<file path="src/rtl/ex_mem_pipe.sv">
// EX/MEM pipeline register: one-cycle latch between ex and mem. It
// handles stall (hold or bubble), flush, HI/LO and load/store fields,
// and returns multi-cycle arithmetic state to ex while ex is stalled.
module ex_mem_pipe #(
    parameter int DATA_W  = 32,
    parameter int ADDR_W  = 5,
    parameter int ALUOP_W = 8,
    parameter int CNT_W   = 2,
    parameter int STALL_W = 6,
    parameter int EX_IDX  = 3,
    parameter int MEM_IDX = 4
) (
    input  logic                  clk,
    input  logic                  rst,
    input  logic [STALL_W-1:0]    stall,
    input  logic                  flush,
    input  logic                  ex_wreg,
    input  logic [ADDR_W-1:0]     ex_wd,
    input  logic [DATA_W-1:0]     ex_wdata,
    input  logic                  ex_whilo,
    input  logic [DATA_W-1:0]     ex_hi,
    input  logic [DATA_W-1:0]     ex_lo,
    input  logic [ALUOP_W-1:0]    ex_aluop,
    input  logic [DATA_W-1:0]     ex_mem_addr,
    input  logic [DATA_W-1:0]     ex_reg2,
    input  logic [2*DATA_W-1:0]   ex_hilo_temp,
    input  logic [CNT_W-1:0]      ex_cnt,
    output logic                  mem_valid,
    output logic                  mem_wreg,
    output logic [ADDR_W-1:0]     mem_wd,
    output logic [DATA_W-1:0]     mem_wdata,
    output logic                  mem_whilo,
    output logic [DATA_W-1:0]     mem_hi,
    output logic [DATA_W-1:0]     mem_lo,
    output logic [ALUOP_W-1:0]    mem_aluop,
    output logic [DATA_W-1:0]     mem_mem_addr,
    output logic [DATA_W-1:0]     mem_reg2,
    output logic [2*DATA_W-1:0]   hilo_temp_o,
    output logic [CNT_W-1:0]      cnt_o
);

    logic ex_stall;
    logic mem_stall;

    assign ex_stall  = stall[EX_IDX];
    assign mem_stall = stall[MEM_IDX];

    // Pipeline register: reset/flush clear, bubble inserts a NOP while
    // returning multi-cycle state, advance loads from ex; any case with
    // mem stalled holds every register.
    always_ff @(posedge clk) begin
        if (rst || flush) begin
            mem_valid    <= 1'b0;
            mem_wreg     <= 1'b0;
            mem_wd       <= '0;
            mem_wdata    <= '0;
            mem_whilo    <= 1'b0;
            mem_hi       <= '0;
            mem_lo       <= '0;
            mem_aluop    <= '0;
            mem_mem_addr <= '0;
            mem_reg2     <= '0;
            hilo_temp_o  <= '0;
            cnt_o        <= '0;
        end else if (ex_stall && !mem_stall) begin
            mem_valid    <= 1'b0;
            mem_wreg     <= 1'b0;
            mem_wd       <= '0;
            mem_wdata    <= '0;
            mem_whilo    <= 1'b0;
            mem_hi       <= '0;
            mem_lo       <= '0;
            mem_aluop    <= '0;
            mem_mem_addr <= '0;
            mem_reg2     <= '0;
            hilo_temp_o  <= ex_hilo_temp;
            cnt_o        <= ex_cnt;
        end else if (!ex_stall && !mem_stall) begin
            mem_valid    <= 1'b1;
            mem_wreg     <= ex_wreg;
            mem_wd       <= ex_wd;
            mem_wdata    <= ex_wdata;
            mem_whilo    <= ex_whilo;
            mem_hi       <= ex_hi;
            mem_lo       <= ex_lo;
            mem_aluop    <= ex_aluop;
            mem_mem_addr <= ex_mem_addr;
            mem_reg2     <= ex_reg2;
            hilo_temp_o  <= '0;
            cnt_o        <= '0;
        end
    end

    // A younger stage must never advance into a stalled mem stage.
    always_ff @(posedge clk) begin
        if (!rst) begin
            assert (!(!ex_stall && mem_stall))
                else $error("ex advancing into stalled mem");
        end
    end

endmodule

</file>
<file path="config.mk">
export PLATFORM = sky130hd
export DESIGN_NAME = ex_mem_pipe
export DESIGN_NICKNAME = d
export VERILOG_FILES = /design/src/rtl/ex_mem_pipe.sv
export SDC_FILE = /design/constraint.sdc
export NUM_CORES = 1
export LEC_CHECK = 0
export CAP_MARGIN = 20
export CORE_AREA = 2 2 192 194
export CTS_CLUSTER_DIAMETER = 100
export CTS_CLUSTER_SIZE = 20
export DETAILED_ROUTE_END_ITERATION = 6
export DIE_AREA = 0 0 194 196
export DONT_BUFFER_PORTS = 1
export GPL_TIMING_DRIVEN = 0
export PLACE_DENSITY = 0.51
export SLEW_MARGIN = 20
export SYNTH_ARGS = -nofsm -noshare
export SYNTH_HDL_FRONTEND = slang
export SYNTH_SLANG_ARGS = --single-unit
</file>
<file path="constraint.sdc">
create_clock -name clk -period 1 [get_ports clk]
set_input_delay 0.1 -clock clk [delete_from_list [all_inputs] [get_ports clk]]
set_output_delay 0.1 -clock clk [all_outputs]
set_load 0.005 [all_outputs]
</file>
==> impl_metrics.csv, run 1 <==
group,metric,value,unit
logic_synthesis,syn-cell-area,9637,um^2
floorplanning,core,36080,um^2
cells_and_area,fill_cells,3583,
clock_tree,cts_setup_buffers,0,
critical_path,crit_type,"reg2out",
floorplanning,dieWidth,194,um
sta,slew_viol_final,0,
flow_run,cap_violations,0,
clock_tree,htree_levels,1,
global_route,grt_pass1_vias,9136,
detailed_routing,first_pass_iters,4,
critical_path,cp.required,900,ps
cells_and_area,final_cell_mix,"242 x nand2_1, 242 x a21oi_1, 241 x dlygate4sd3_1",
clock_tree,cts-root-buf,"clkbuf_16",
critical_path,cp-end-kind,"output pin",
sta,max-slew-margin-rel,0.5395,
critical_path,startpoint_type,"flip-flop",
worst_hold_path,hold_start,"stall[4]",
detailed_routing,wl,36020,um
outcome,status,"complete, no violations",
sta,fin_crit,996.7,ps
clock_tree,clkTransAtPathRegs,80,ps
detailed_routing,wl_per_cell,19.93,um
detailed_routing,vias,8751,
critical_path,crit_start,"hilo_temp_o[52]",
sta,setup_tns,0,ps
global_route,grt_pass1_wl,53920,um
cells_and_area,register_area,5165,um^2
sta,worst_pin_slew,690.7,ps
placement,post-place-ws,-427.3,ps
global_route,grt.overflow.total,0,
detailed_routing,antenna_left,0,
logic_synthesis,yosysSeqAreaShare,0.5027,
clock_tree,clockBufferDepth,3,
clock_tree,cts_num_sinks,242,
power_and_ir_drop,leakage,4.568,nW
critical_path,r2r-start,"mem_mem_addr[18]",
critical_path,worst-path-max-fanout,2,
logic_synthesis,synth_cells,1077,
floorplanning,rows,70,
cells_and_area,fin_nets,1586,
floorplanning,die_h,196,um
sta,hold_viol,0,
clock_tree,clk_latency,520,ps
global_route,antenna_found_initial,3,
critical_path,cp_data_arrival_time,900,ps
logic_synthesis,yosys_warnings,0,
logic_synthesis,yosysUniqueCellTypes,14,
sta,post-route-period-util,0.9967,
detailed_routing,drc,0,
logic_synthesis,postSynthAreaPerCell,8.948,um^2
clock_tree,cts_tree,"yes",
sta,fmax,1003,MHz
power_and_ir_drop,p_per_area,1403,nW/um^2
cells_and_area,syn2layout_area_growth,39.35,%
global_route,grt_max_degree,21,
floorplanning,io_pins,492,
logic_synthesis,syn_nets,1327,
logic_synthesis,ys_seq_elements,242,
cells_and_area,layout-drive-gt1-share,0.2919,
global_route,gr-usage-all-layers,0.1798,
sta,setup_viol,0,
sta,fin_ws,3.321,ps
clock_tree,cts_made_buffers,16,
detailed_routing,drt_iter0_drc,294,
detailed_routing,via_per_inst,4.843,
floorplanning,start_util,0.2671,
placement,dpl.hpwl,25750,um
cells_and_area,multi_input_area,4160,um^2
sta,clock_skew,0,ps
power_and_ir_drop,ir_drop,0.001453,V
placement,place_congestion,0.8327,
sta,rsz0062_at_grt,"yes",
worst_hold_path,hold_path_class,"in2reg",
floorplanning,die-area,38020,um^2
placement,port_buffers,0,
worst paths after layout:
kind | to | slack (ps) | depth (start not counted)
min reg2reg | hilo_temp_o[14] | 470 | 2
max | hilo_temp_o[52] | 3 | 0
min | mem_wdata[27] | 150 | 4
max reg2reg | mem_mem_addr[18] | 310 | 2
cells in the mapped netlist (all sizes together):
| cell type | count | area share |
|---|---|---|
| buf | 68 | 0.049 |
| dfxtp | 242 | 0.50 |
| a21oi | 242 | 0.13 |
| or3b | 175 | 0.16 |
| or2 | 2 | 0.0013 |
| nand3b | 66 | 0.051 |
| nand2 | 242 | 0.094 |
| clkbuf | 40 | 0.016 |
per-layer routing:
metal / global-route usage / vias to the layer above / wire length [um]
met5: 0 / - / 17
met4: 0.06734 / 2 / 1270
met3: 0.05157 / 67 / 2880
met2: 0.3275 / 392 / 18010
met1: 0.1977 / 4105 / 13840
li1: - / 4185 / -
timing repair:
action | 4_1_cts | 5_1_grt
resized for setup | 205 | 42
pin swaps | 0 | 0
hold buffers | 241 | 0
hold endpoints to repair | 241 | 0
endpoints found under the setup margin | 195 | 138
registers in the layout, summed over array words and instances (netlist names):
register / count
mem_lo: 32
mem_valid: 1
mem_mem_addr: 32
mem_aluop: 8
mem_reg2: 32
mem_whilo: 1
mem_wdata: 32
hilo_temp_o: 64
cnt_o: 2
mem_wd: 5
mem_wreg: 1
mem_hi: 32
stage by stage:
stage,power (mW),utilization,instance area (um^2),hold slack (ps),std cells
final,18.85,0.3722,13430,151.7,1807
after global routing,19.56,0.3721,13430,179.4,1806
after CTS,19.06,0.3705,13370,157.5,1804
after detailed placement,11.68,0.2838,10240,274.5,1545
after global placement,11.66,0.2838,10240,270.0,1545
after floorplan,11.21,-,9654,266.9,1077
tightest hold or removal path, stage by stage:
cell and delay [ps]:
buf_6 140, buf_6 200, or3b_2 140, a21oi_1 50
logic make-up (layout without fill, tap and decap cells):
logic type	Yosys count	in the layout	share of synthesized area
AO/OA/AOI/OAI	242	242	0.1257
other	0	3	0
AND/OR/NAND/NOR	485	485	0.3060
buffers and inverters	108	367	0.06557
flip-flops	242	242	0.5027
layout make-up:
cell class,count,area share
Tap cell,468,0.04360
Timing Repair Buffer,241,0.1796
Buffer,108,0.04864
Clock buffer,17,0.03168
Sequential cell,242,0.3846
Clock inverter,1,0.001491
Multi-Input combinational cell,727,0.3098
Antenna cell,3,0.0005590
power breakdown:
part / leakage, nW / internal [mW] / switching [mW] / total [mW]
logic: 2.27 / 1.18 / 1.06 / 2.24
clock network: 0.219 / 3.09 / 3.51 / 6.60
registers: 2.08 / 9.83 / 0.183 / 10.0
(Power assumes the default switching activity.)
==> inputs of run 2 (changes only) <==
--- a/config.mk
+++ b/config.mk
@@ -6,14 +6,16 @@
 export NUM_CORES = 1
 export LEC_CHECK = 0
 export CAP_MARGIN = 20
-export CORE_AREA = 2 2 192 194
+export CELL_PAD_IN_SITES_DETAIL_PLACEMENT = 0
+export CELL_PAD_IN_SITES_GLOBAL_PLACEMENT = 1
+export CORE_AREA = 2 2 189 191
 export CTS_CLUSTER_DIAMETER = 100
 export CTS_CLUSTER_SIZE = 20
 export DETAILED_ROUTE_END_ITERATION = 6
-export DIE_AREA = 0 0 194 196
+export DIE_AREA = 0 0 191 193
 export DONT_BUFFER_PORTS = 1
 export GPL_TIMING_DRIVEN = 0
-export PLACE_DENSITY = 0.51
+export PLACE_DENSITY = 0.64
 export SLEW_MARGIN = 20
 export SYNTH_ARGS = -nofsm -noshare
 export SYNTH_HDL_FRONTEND = slang
==> run 2 against run 1 <==
Compared with the run above:
- the flow now finishes with violations (setup timing)
- via count down 1.2%
- die area down 3.1%
- clock power about the same
- hold slack worse by 21 ps
- clock skew unchanged
- global-route usage up 0.21 points
- fmax down 1.4%
==> impl_metrics.csv, run 2 (synthesis results as in run 1) <==
group,metric,value,unit
worst_hold_path,hold_end,"mem_valid",
cells_and_area,layout-drive-gt1-share,0.2816,
global_route,grt_pass1_vias,8661,
clock_tree,clkTransAtPathRegs,90,ps
power_and_ir_drop,switching_power,4.743,mW
critical_path,cp_data_arrival_time,910,ps
power_and_ir_drop,internal_power,14.06,mW
detailed_routing,wl,36080,um
critical_path,worst-path-max-fanout,2,
detailed_routing,wl_per_cell,20.05,um
floorplanning,rows,69,
sta,fin_crit,1011,ps
clock_tree,cts_num_sinks,242,
cells_and_area,syn2layout_area_growth,39.38,%
detailed_routing,first_pass_iters,7,
sta,hold_viol,0,
critical_path,r2r_setup_slack,330,ps
detailed_routing,antenna_left,0,
clock_tree,cts_tree,"yes",
clock_tree,htree_levels,1,
sta,post-route-period-util,1.011,
placement,dp_cells,1538,
sta,slew_viol_final,0,
floorplanning,die-area,36860,um^2
worst_hold_path,hold_start,"stall[4]",
detailed_routing,via_per_inst,4.808,
clock_tree,cts-root-buf,"clkbuf_16",
cells_and_area,largest_reg_flops,64,
floorplanning,dieWidth,191,um
critical_path,cp.required,900,ps
power_and_ir_drop,p_per_area,1400,nW/um^2
sta,clock_skew,0,ps
cells_and_area,postLayoutCoreUtil,0.3841,
sta,setup_tns,-10.84,ps
cells_and_area,fin_nets,1585,
cells_and_area,instances_no_fill,1799,
clock_tree,clk_latency,500,ps
placement,dpl.hpwl,26260,um
critical_path,startpoint_type,"flip-flop",
clock_tree,clockBufferDepth,3,
power_and_ir_drop,leakage,4.561,nW
worst_hold_path,hold_path_class,"in2reg",
detailed_routing,drt_iter0_drc,261,
outcome,status,"complete, but fails checks",
clock_tree,cts_setup_buffers,0,
clock_tree,cts_made_buffers,16,
cells_and_area,stdcell_area,13430,um^2
floorplanning,die_h,193,um
cells_and_area,regMostFlops,"hilo_temp_o",
sta,fmax,989.3,MHz
floorplanning,start_util,0.2756,
power_and_ir_drop,clockPowerShare,0.351,
power_and_ir_drop,pwr-share-comb,0.118,
detailed_routing,drc,0,
global_route,gr-usage-all-layers,0.1819,
sta,setup_viol,1,
sta,max-slew-margin-rel,0.5985,
power_and_ir_drop,power,18.80,mW
detailed_routing,vias,8650,
placement,port_buffers,0,
placement,place_area,10230,um^2
flow_run,cap_violations,0,
sta,worst_pin_slew,602.3,ps
power_and_ir_drop,ir_drop,0.001296,V
floorplanning,core,34960,um^2
global_route,antenna_found_initial,5,
global_route,grt.overflow.total,0,
floorplanning,io_pins,492,
global_route,grt_pass1_wl,52180,um
power_and_ir_drop,seqPwrFrac,0.531,
sta,fin_ws,-10.84,ps
critical_path,cp-end-kind,"output pin",
worst_hold_path,hold_path_depth,4,
critical_path,crit_type,"reg2out",
critical_path,rr_worst_depth,2,
critical_path,timing.rr.end,"mem_mem_addr[13]",
outcome,failed_checks,"setup timing",
global_route,grt_max_degree,21,
placement,place_congestion,0.8007,
cells_and_area,final_cell_mix,"242 x nand2_1, 242 x a21oi_1, 241 x dlygate4sd3_1",
power_and_ir_drop,p_sw_frac,0.2522,
critical_path,r2r-start,"mem_mem_addr[13]",
sta,rsz0062_at_grt,"yes",
run 2: cell count changes in the layout (fill, tap and decap cells not counted), sizes merged:
cell,change
buf,+1
clkbuf,-2
run 2: final cells by class:
class / count / area [um^2]
fill: 3525 / 21530
sequential: 242 / 5184
multi-input combinational: 727 / 4160
timing repair buffer: 241 / 2412
buffer: 107 / 645.6
tap: 461 / 576.8
clock buffer: 17 / 425.4
clock inverter: 1 / 20.02
antenna: 3 / 7.507
run 2: power by group through the flow:
stage                     logic [mW]  clock network [mW]  registers [mW]
after floorplan                 1.05                   0            10.2
after global placement          1.44                   0            10.2
after detailed placement        1.45                   0            10.2
after CTS                       2.24                6.89            10.0
after global routing            2.43                7.18            10.0
final                           2.22                6.60            9.98
run 2: how the worst max path moves through the flow:
| stage | from | end | slack (ps) | cells past startpoint |
|---|---|---|---|---|
| floorplan | stall[4] | mem_hi[0] | -10 | 5 |
| global placement | stall[4] | mem_wdata[21] | -580 | 6 |
| detailed placement | stall[4] | mem_wdata[22] | -600 | 6 |
| CTS | mem_mem_addr[13] | mem_mem_addr[13] | -50 | 0 |
| global route | mem_mem_addr[13] | mem_mem_addr[13] | -60 | 0 |
| finish | mem_mem_addr[13] | mem_mem_addr[13] | -10 | 0 |
run 2: metal layers:
layer	track usage	vias up	routed length, um
met4	0.07424	4	1565
met1	0.1931	4015	13060
met3	0.06878	74	3731
li1	-	4181	-
met5	0	-	25
met2	0.3244	376	17700
run 2: repair_timing:
| action | CTS | global route |
|---|---|---|
| setup endpoints to repair | 157 | 121 |
| resized for setup | 164 | 81 |
| hold buffers | 241 | 0 |
| endpoints found under the hold margin | 241 | 0 |
run 2: stage by stage:
step / hold WS, ps / worst slack [ps]
finish: 130.3 / -10.84
global route: 144.1 / -58.03
global placement: 269.9 / -583.8
floorplan: 266.9 / -14.26
detailed placement: 273.8 / -603.5
CTS: 122.1 / -48.20
==> inputs of run 3 (changes only) <==
--- a/config.mk
+++ b/config.mk
@@ -15,6 +15,7 @@
 export DIE_AREA = 0 0 191 193
 export DONT_BUFFER_PORTS = 1
 export GPL_TIMING_DRIVEN = 0
+export MAX_ROUTING_LAYER = met4
 export PLACE_DENSITY = 0.64
 export SLEW_MARGIN = 20
 export SYNTH_ARGS = -nofsm -noshare
==> run 3 against run 2 <==
Compared with the run above:
- critical path depth unchanged
- highest routed layer is now met4
- register-to-register slack about the same
- clock skew unchanged
- wire length down 0.12%
- the flow still finishes with violations (setup timing)
- clock power about the same
==> impl_metrics.csv, run 3 (synthesis results as in run 1) <==
group,metric,value,unit
sta,slew_viol_final,0,
sta,post-route-period-util,1.012,
power_and_ir_drop,seqPwrFrac,0.531,
detailed_routing,first_pass_iters,5,
flow_run,cap_violations,0,
sta,max-slew-margin-rel,0.6091,
critical_path,r2r-start,"mem_mem_addr[13]",
detailed_routing,antenna_left,0,
power_and_ir_drop,power,18.81,mW
clock_tree,cts_made_buffers,16,
cells_and_area,instances_no_fill,1801,
placement,dp_cells,1538,
power_and_ir_drop,pwr-share-comb,0.118,
detailed_routing,wl,36030,um
power_and_ir_drop,p_sw_frac,0.2524,
detailed_routing,drt_iter0_drc,266,
sta,setup_viol,1,
sta,whs,129.8,ps
clock_tree,cts-root-buf,"clkbuf_16",
sta,rsz0062_at_grt,"yes",
critical_path,crit_start,"mem_mem_addr[13]",
cells_and_area,stdcell_area,13440,um^2
placement,dpl.hpwl,26260,um
global_route,met1_usage,0.1959,
detailed_routing,via_per_inst,4.786,
global_route,gr-usage-all-layers,0.1875,
floorplanning,io_pins,492,
placement,post-place-ws,-603.5,ps
worst_hold_path,hold_start,"stall[4]",
floorplanning,dieWidth,191,um
critical_path,cp.required,900,ps
sta,fin_crit,1012,ps
clock_tree,cts_num_sinks,242,
cells_and_area,largest_reg_flops,64,
placement,place_area,10230,um^2
power_and_ir_drop,ir_drop,0.001299,V
global_route,grt.overflow.total,0,
critical_path,worst-path-max-fanout,2,
sta,fmax,988.2,MHz
outcome,failed_checks,"setup timing",
floorplanning,die-area,36860,um^2
global_route,grt_util_met3,0.06552,
power_and_ir_drop,p_per_area,1399,nW/um^2
floorplanning,die_h,193,um
clock_tree,cts_tree,"yes",
sta,worst_pin_slew,586.4,ps
global_route,grt_max_degree,21,
cells_and_area,layout-drive-gt1-share,0.2831,
global_route,grt_pass1_wl,52210,um
power_and_ir_drop,switching_power,4.748,mW
cells_and_area,fin_nets,1585,
floorplanning,start_util,0.2756,
power_and_ir_drop,leakage,4.562,nW
cells_and_area,syn2layout_area_growth,39.46,%
clock_tree,clk_latency,500,ps
placement,place_congestion,0.8123,
global_route,grt_pass1_vias,8639,
detailed_routing,wl_per_cell,20.01,um
worst_hold_path,hold_path_class,"in2reg",
outcome,status,"complete, but fails checks",
floorplanning,core,34960,um^2
critical_path,startpoint_type,"flip-flop",
power_and_ir_drop,internal_power,14.06,mW
critical_path,cp_data_arrival_time,910,ps
global_route,busiest_layer,"met2",
global_route,antenna_found_initial,5,
clock_tree,htree_levels,1,
sta,hold_viol,0,
sta,clock_skew,0,ps
detailed_routing,drc,0,
sta,fin_ws,-11.90,ps
cells_and_area,regMostFlops,"hilo_temp_o",
critical_path,crit_type,"reg2out",
global_route,grtUsageMet2,0.3246,
critical_path,cp-end-kind,"output pin",
detailed_routing,vias,8619,
clock_tree,clockBufferDepth,3,
placement,port_buffers,0,
clock_tree,clkTransAtPathRegs,90,ps
power_and_ir_drop,clockPowerShare,0.351,
cells_and_area,final_cell_mix,"242 x nand2_1, 242 x a21oi_1, 241 x dlygate4sd3_1",
floorplanning,rows,69,
-- run 3: cell count changes in the layout (fill, tap and decap cells not counted) --
cell | before | now
dfxtp_1 | 23 | 21
dfxtp_2 | 193 | 195
diode_2 | 3 | 5
-- run 3: path summary, 6_finish.rpt --
check / to / slack, ps / cells after the start
setup / recovery: mem_mem_addr[13] / -10 / 0
hold / removal: mem_valid / 130 / 4
setup reg to reg: mem_mem_addr[13] / 330 / 2
hold reg to reg: mem_lo[18] / 470 / 2
-- run 3: layout make-up --
type | instances | area, um^2
repair buffers | 241 | 2412
clock inverters | 1 | 20.02
fillers | 3525 | 21530
plain buffers | 107 | 645.6
multi-input cells | 727 | 4160
well taps | 461 | 576.8
flip-flops and latches | 242 | 5186
clock buffers | 17 | 425.4
diodes | 5 | 12.51
-- run 3: timing repair --
item	in CTS	in global routing
gates resized for setup	164	83
endpoints found under the setup margin	157	126
hold buffers	241	0
gates cloned	0	0
endpoints found under the hold margin	241	0
setup buffers	0	0
-- run 3: per-stage QoR --
step	utilization	TNS (ps)
4_1_cts	0.3807	-300.9
3_5_place_dp	0.2926	-66760
2_1_floorplan	-	-359.3
3_3_place_gp	0.2926	-65540
5_1_grt	0.3844	-473.2
6_report	0.3844	-11.90
-- run 3: power by group through the flow --
| stage | Combinational (mW) | Clock (mW) | Sequential, mW |
|---|---|---|---|
| 3_5_place_dp | 1.45 | 0 | 10.2 |
| 2_1_floorplan | 1.05 | 0 | 10.2 |
| 3_3_place_gp | 1.44 | 0 | 10.2 |
| 6_report | 2.22 | 6.60 | 9.98 |
| 5_1_grt | 2.43 | 7.19 | 10.0 |
| 4_1_cts | 2.24 | 6.89 | 10.0 |
-- run 3: layer usage --
| metal | routed length, um | share of wire | vias to the layer above |
|---|---|---|---|
| met2 | 17680 | 0.49 | 385 |
| li1 | - | - | 4176 |
| met1 | 13190 | 0.37 | 3987 |
| met4 | 1513 | 0.042 | 0 |
| met3 | 3656 | 0.10 | 71 |
| met5 | 0 | 0 | - |
